==> src/rtl/param_fifo_pkg.sv <==
// Shared defaults and read-mode encoding for the parameterised FIFO.
package param_fifo_pkg;

    localparam int unsigned DEF_DATA_W    = 8;
    localparam int unsigned DEF_DEPTH     = 16;
    localparam int unsigned DEF_AF_THRESH = DEF_DEPTH - 2;
    localparam int unsigned DEF_AE_THRESH = 2;

    typedef enum logic {
        STD  = 1'b0,
        FWFT = 1'b1
    } read_mode_e;

endpackage

==> src/rtl/param_fifo_mem.sv <==
// Simple dual-port storage: synchronous write, asynchronous read, no reset.
module param_fifo_mem #(
    parameter int unsigned DATA_W = param_fifo_pkg::DEF_DATA_W,
    parameter int unsigned DEPTH  = param_fifo_pkg::DEF_DEPTH
) (
    input  logic                     clk,
    input  logic                     we,
    input  logic [$clog2(DEPTH)-1:0] waddr,
    input  logic [DATA_W-1:0]        wdata,
    input  logic [$clog2(DEPTH)-1:0] raddr,
    output logic [DATA_W-1:0]        rdata
);

    logic [DATA_W-1:0] mem [DEPTH];

    always_ff @(posedge clk) begin
        if (we) begin
            mem[waddr] <= wdata;
        end
    end

    assign rdata = mem[raddr];

endmodule

==> src/rtl/param_fifo.sv <==
// Synchronous FIFO with standard or first-word-fall-through read mode; occupancy
// is tracked by a registered count from which every status flag is derived.
module param_fifo #(
    parameter int unsigned DATA_W    = param_fifo_pkg::DEF_DATA_W,
    parameter int unsigned DEPTH     = param_fifo_pkg::DEF_DEPTH,
    parameter int unsigned FWFT      = 0,
    parameter int unsigned AF_THRESH = DEPTH - 2,
    parameter int unsigned AE_THRESH = param_fifo_pkg::DEF_AE_THRESH
) (
    input  logic                   clk,
    input  logic                   rst,
    input  logic [DATA_W-1:0]      din,
    input  logic                   wr_en,
    input  logic                   rd_en,
    output logic [DATA_W-1:0]      dout,
    output logic                   valid,
    output logic                   full,
    output logic                   empty,
    output logic                   almost_full,
    output logic                   almost_empty,
    output logic [$clog2(DEPTH):0] data_count,
    output logic                   overflow,
    output logic                   underflow
);

    localparam int unsigned AW = $clog2(DEPTH);
    localparam int unsigned CW = AW + 1;
    localparam param_fifo_pkg::read_mode_e Mode =
        (FWFT != 0) ? param_fifo_pkg::FWFT : param_fifo_pkg::STD;

    logic [AW-1:0]     wr_ptr_q, rd_ptr_q;
    logic [CW-1:0]     count_q, count_d;
    logic              wr_acc, rd_acc;
    logic              overflow_q, underflow_q;
    logic [DATA_W-1:0] rdata;

    // Full rejects the write but still lets a read through; empty is the mirror case.
    always_comb begin
        wr_acc  = wr_en & ~full;
        rd_acc  = rd_en & ~empty;
        count_d = count_q;
        if (wr_acc && !rd_acc) begin
            count_d = count_q + CW'(1);
        end else if (rd_acc && !wr_acc) begin
            count_d = count_q - CW'(1);
        end
    end

    always_ff @(posedge clk or negedge rst) begin
        if (!rst) begin
            wr_ptr_q    <= '0;
            rd_ptr_q    <= '0;
            count_q     <= '0;
            overflow_q  <= 1'b0;
            underflow_q <= 1'b0;
        end else begin
            if (wr_acc) begin
                wr_ptr_q <= wr_ptr_q + AW'(1);
            end
            if (rd_acc) begin
                rd_ptr_q <= rd_ptr_q + AW'(1);
            end
            count_q     <= count_d;
            overflow_q  <= wr_en & full;
            underflow_q <= rd_en & empty;
        end
    end

    assign empty        = (count_q == '0);
    assign full         = (count_q == CW'(DEPTH));
    assign almost_full  = (count_q >= CW'(AF_THRESH));
    assign almost_empty = (count_q <= CW'(AE_THRESH));
    assign data_count   = count_q;
    assign overflow     = overflow_q;
    assign underflow    = underflow_q;

    param_fifo_mem #(
        .DATA_W (DATA_W),
        .DEPTH  (DEPTH)
    ) u_mem (
        .clk   (clk),
        .we    (wr_acc),
        .waddr (wr_ptr_q),
        .wdata (din),
        .raddr (rd_ptr_q),
        .rdata (rdata)
    );

    if (Mode == param_fifo_pkg::FWFT) begin : g_fwft
        assign dout  = rdata;
        assign valid = ~empty;
    end else begin : g_std
        logic [DATA_W-1:0] dout_q;
        logic              valid_q;

        always_ff @(posedge clk or negedge rst) begin
            if (!rst) begin
                dout_q  <= '0;
                valid_q <= 1'b0;
            end else begin
                valid_q <= rd_acc;
                if (rd_acc) begin
                    dout_q <= rdata;
                end
            end
        end

        assign dout  = dout_q;
        assign valid = valid_q;
    end

endmodule

==> config.mk <==
export PLATFORM = sky130hd
export DESIGN_NAME = param_fifo
export DESIGN_NICKNAME = d
export VERILOG_FILES = /design/src/rtl/param_fifo_pkg.sv /design/src/rtl/param_fifo_mem.sv /design/src/rtl/param_fifo.sv
export SDC_FILE = /design/constraint.sdc
export NUM_CORES = 1
export LEC_CHECK = 0
export ABC_AREA = 1
export CAP_MARGIN = 30
export CORE_MARGIN = 2
export CORE_UTILIZATION = 50
export DETAILED_ROUTE_END_ITERATION = 12
export HOLD_SLACK_MARGIN = 0.1
export PLACE_DENSITY = 0.65
export RECOVER_POWER = 25
export SETUP_SLACK_MARGIN = 0.2
export SLEW_MARGIN = 20
export SYNTH_ARGS = -nofsm -noshare
export SYNTH_HDL_FRONTEND = slang
export SYNTH_SLANG_ARGS = --single-unit
export TNS_END_PERCENT = 20
==> constraint.sdc <==
create_clock -name clk -period 4.5 [get_ports clk]
set_input_delay 1.35 -clock clk [delete_from_list [all_inputs] [get_ports clk]]
set_output_delay 1.35 -clock clk [all_outputs]
set_load 0.03 [all_outputs]
[Word level (Yosys, flattened, before mapping)]
Memory sizes are Yosys's and may differ from the RTL's. A register that Yosys moved wholly into a read port is not among the register bits.
Index checks and enable logic that the tools add are counted.
Storage, ports and cells
  word-level logic and storage cells: 31
  flip-flop bits (word level): 16
  output and inout port bits: 20
  memories: 1
  bits in writable memories: 128
Memories
  u_mem.mem: words 16, width 8, read ports 1, clocked after Yosys merged registers in 1, write ports 1, RTL line param_fifo_mem.sv:14  | logic [DATA_W-1:0] mem [DEPTH];
Operators by class
  multiplexer cells: 4
  eq/ne operators: 1
  reduce and logical (&&, ||, !) cells: 7
  add/sub/neg operators: 4
  order comparisons: 2
  bitwise gates (word level): 6
Operator list (count)
  2-to-1 mux 5 bit: 2
  adder 4 x 1 -> 4 bit, second input constant: 2
  adder 5 x 1 -> 5 bit, second input constant: 1
  == test 5 bit, second input constant: 1
  greater-or-equal comparator 5 x 4 -> 1 bit, second input constant: 1
  <= comparator 5 x 2 -> 1 bit, second input constant: 1
  logical NOT 5 bit: 1
  subtractor 5 x 1 -> 5 bit, second input constant: 1
  bitwise AND 1 bit: 4
  logical NOT 1 bit: 3
  logical AND 1 bit: 2
  2-to-1 mux 1 bit: 2
  NOT 1 bit: 2
  nonzero test 2 bit: 1

[Longest topological paths before layout]
  depth after elaboration: 7
  mapped depth: 13
  depth with buffers taken out: 13

[Modules after synthesis]
Synthesis repeated with hierarchy kept, for this count alone.
Unflattened totals
  cells, all modules: 692
  area total of the unflattened synthesis: 6869.1 µm²
Modules (own cells, without submodules)
  param_fifo_mem: cells an instance 543, sequential area each 3843.7 µm², area an instance 5606.6 µm², instances 1
  param_fifo: cells an instance 149, sequential area each 600.6 µm², area an instance 1262.5 µm², instances 1

[Worst setup path before layout]
No wires, ideal clock.
  kind: input port to flip-flop
  start: input port rd_en
  end: register count_q[4] (netlist: data_count[4])
  arrival: 2.794 ns
  setup time: 0.121 ns
  setup slack: 1.585 ns
  cell stages on the path: 11
  cell sequence: nand2_1 buf_2 ha_1 inv_1 ha_1 a21oi_1 o21ai_0 a21oi_1 o21ai_0 nand2_1 nand2_1
Between the ends
  word-level cells in the longest chain between the ends: 4
  elaborated cells on any way between the ends: 6
  those cells by class: 1 x mux; 1 x bitwise; 4 x reduce/logical
Ends and longest elaborated chain
  start: declaration: RTL line param_fifo.sv:14  | input logic rd_en,
  bitwise AND 1 bit (*): RTL line param_fifo.sv:40  | rd_acc = rd_en & ~empty;
  logical NOT 1 bit: RTL line param_fifo.sv:42  | if (wr_acc && !rd_acc) begin
  logical AND 1 bit: RTL line param_fifo.sv:42
  2-to-1 mux 5 bit or nonzero test 2 bit (tied branches)
  end signal: assignment: RTL line param_fifo.sv:63  | count_q <= count_d;
  end: declaration: RTL line param_fifo.sv:32  | logic [CW-1:0] count_q, count_d;
Mark *: on every way between the ends. The rest lies on a longest branch, timed or not.
A chain may end at the register's enable or synchronous reset.

[Worst setup path in the final report]
Ends and elaborated chain as after synthesis.

==> flow_summary.toml <==
[clock_network]
post_cts_buffers = 0
cts_made_buffers = 17
cts_resized = 0
cts_tree = "done"
clk_pin_slew_ns = 0.06
cts.htree.levels = 4
ctsHoldBuffers = 0
cts_root_buf = "clkbuf_16"
clk_latency_ns = 0.43
clock_tree.buffer_depth = 2
clock_sinks = 152

[timing]
fin_crit_ns = 3.382
slew_violations = 0
hold_viol_final = 0
setup_viol_count_final = 0
slew-limit-headroom_pct = 7.837
fin_setup_tns_ns = 0
whs_ns = 0.4919
rsz0062_at_grt = "false"
clock.fmax_mhz = 295.7
finalCritPeriodShare_pct = 75.15
fin_skew_ns = 0.01131
max_slew.worst_pin.slew_ns = 1.382

[power]
p_seq_share_pct = 37.6
p_leak_nw = 3.373
net-switching-power_w = 0.001947
p_comb_share_pct = 36.2
p_int_w = 0.003050
switching_share_pct = 38.96
powerDensity_nw_per_um2 = 647.9
clkPwrFrac_pct = 26.2
ir_worst_vdd_uv = 364.9

[worst_setup_path]
path_buf_inv = 2
critical-path-top-delay-family = "buffers and inverters"
cp.required_ns = 4.81
critPathArrivalTime_ns = 3.69
critPathMaxStageDelay_ns = 0.54
cpMaxStageDelayCell = "dlygate4sd3_1"
crit_path_frequent_cell = "nand2_1"
end_kind = "register"
critPathLaunchType = "input pin"
cp_cell_sequence = "dlygate4sd3_1 > nand2_1 > ha_1 > inv_1 > ha_1 > a21oi_1 > o21ai_0 > a21oi_1 > o21ai_0 > nand2_1 > nand2_1"
cp_max_fo = 11
worstSetupPathType = "input pin to register"

[detailed_routing]
drtIter0Drc = 442
vias = 4511
ant_nets = 0
drc_errors = 0
drt_wl_total_um = 14970
viasPerCell = 5.103
drt-pass1-iter-count = 5
post_drt_wl_per_cell_um = 16.93

[die]
die_area_um2 = 14420
boundaryPins = 32
die_x_um = 120.1
placementRows = 42
start_util_pct = 51.09
die_y_um = 120.1
coreArea_um2 = 13190

[final_layout]
syn_to_final_growth_pct = 14.44
n_fill_cell = 1154
antennaDiodeCount = 0
postLayoutCellArea_um2 = 7712
instances_no_fill = 884
nets = 718
multi_input_area_um2 = 1694
drive_gt1_share_pct = 5.226
regArea_um2 = 4446

[grt]
busiest_layer = "met2"
grt_pass1_wl_um = 23920
grt_usage_pct = 22.65
antenna_found_initial = 0
grt_pass1_vias = 4432
grt_remaining_overflow = 0
met3_usage_pct = 4.848
met1_usage_pct = 31.31
grt_max_degree = 68
grt.met2_usage_pct = 34.73

[yosys]
synth_cells = 668
ys_seq_area_share_pct = 65.95
synth_edf_count = 128
synth.largest_area_cell = "edfxtp_1"
ys.flop_type = "edfxtp_1"
async_reset_ff_share_pct = 15.79
synth.most_common_cell = "nand2_1"
synth_area_um2 = 6739
synth_warnings = 0
ys_top_cells_by_area = "edfxtp_1, nand2_1, dfrtp_1"
synthTopCellsByCount = "nand2_1, edfxtp_1, inv_1, nand3_1, dfrtp_1"
synth_area_per_cell_um2 = 10.09
ys_types = 22
synth_top_area_share_pct = 57.04
synth_nets = 691
ys_seq_elements = 152

[hold_path]
holdCritPathClass = "register to register"

[placed_design]
dp_hpwl_um = 9653
place.gp.congestion = 0.8447
place_inst = 851
dpl-instance-area_um2 = 7167
port_buffers = 31

[outcome]
outcome = "finished clean"

[job]
drv_cap = 0
## metrics by stage
stage / total power, W / utilization (%) / worst slack [ns]
5_1_grt: 0.005315 / 58.47 / 0.8867
2_1_floorplan: 0.003144 / - / 1.585
6_report: 0.004997 / 58.47 / 1.118
3_3_place_gp: 0.003634 / 54.01 / 0.9112
4_1_cts: 0.004993 / 58.46 / 1.152
3_5_place_dp: 0.003692 / 54.34 / 0.7688
## worst min-delay path, stage by stage, from the launching register on
cell and delay, ns:
dfrtp_1 0.35, nand2_1 0.06, nand2_1 0.05
## cell families after synthesis
group	synth area share, %
buf+inv	8.912
xor+xnor	1.170
flops	65.95
simple gates	20.74
compound gates	1.077
fa+ha+maj	2.154
## placed cells by master, fill, tap and decap left out, types with 8 or more instances in the layout
cell type / netlist / layout
edfxtp_1: 128 / 128
o21ai_0: 9 / 9
ha_1: 10 / 10
nand2_1: 215 / 215
clkbuf_16: 0 / 17
nand3_1: 100 / 100
dfrtp_1: 24 / 23
xor2_1: 8 / 8
clkdlybuf4s50_1: 0 / 24
inv_1: 113 / 114
nor2_1: 19 / 19
## per-layer routing
layer  up-vias  wire [um]
met5         -          0
met4         0        364
met3        22        834
met2       141       7015
met1      2156       6755
li1       2192          -
## area by class of cell
class	instances	share of cell area, %
clock inverter	14	1.493
clock buffer	18	5.565
inverter	117	5.694
multi-input combinational	371	21.97
sequential	152	57.64
timing repair buffer	36	4.786
tap	176	2.855
## registers in the layout, indices dropped and copies added (netlist names)
register and cells:
data_count 5, dout 8, overflow 1, rd_ptr_q 4, u_mem.mem 128, underflow 1, valid 1, wr_ptr_q 4
## power by group through the flow
stage               Clock (W)  Sequential (W)  Combinational [W]
global route          0.00139         0.00190            0.00203
global placement            0         0.00190            0.00173
finish                0.00131         0.00188            0.00181
detailed placement          0         0.00191            0.00178
CTS                   0.00132         0.00188            0.00179
floorplan                   0         0.00197            0.00117
## final timing paths
| check | startpoint | to | slack (ns) | cells after the start |
|---|---|---|---|---|
| setup / recovery | rd_en | data_count[4]$_DFFE_PN0P_ | 1.12 | 11 |
| hold / removal | dout[0]$_DFFE_PN0P_ | dout[0]$_DFFE_PN0P_ | 0.49 | 2 |
| setup reg to reg | rd_ptr_q[0]$_DFFE_PN0P_ | dout[2]$_DFFE_PN0P_ | 1.42 | 11 |
| hold reg to reg | dout[0]$_DFFE_PN0P_ | dout[0]$_DFFE_PN0P_ | 0.49 | 2 |
| max in group asynchronous | rst | rd_ptr_q[2]$_DFFE_PN0P_ | 2.11 | 2 |
| min in group asynchronous | rst | underflow$_DFF_PN0_ | 1.28 | 1 |
No activity file was read; power rests on OpenSTA's default activity.
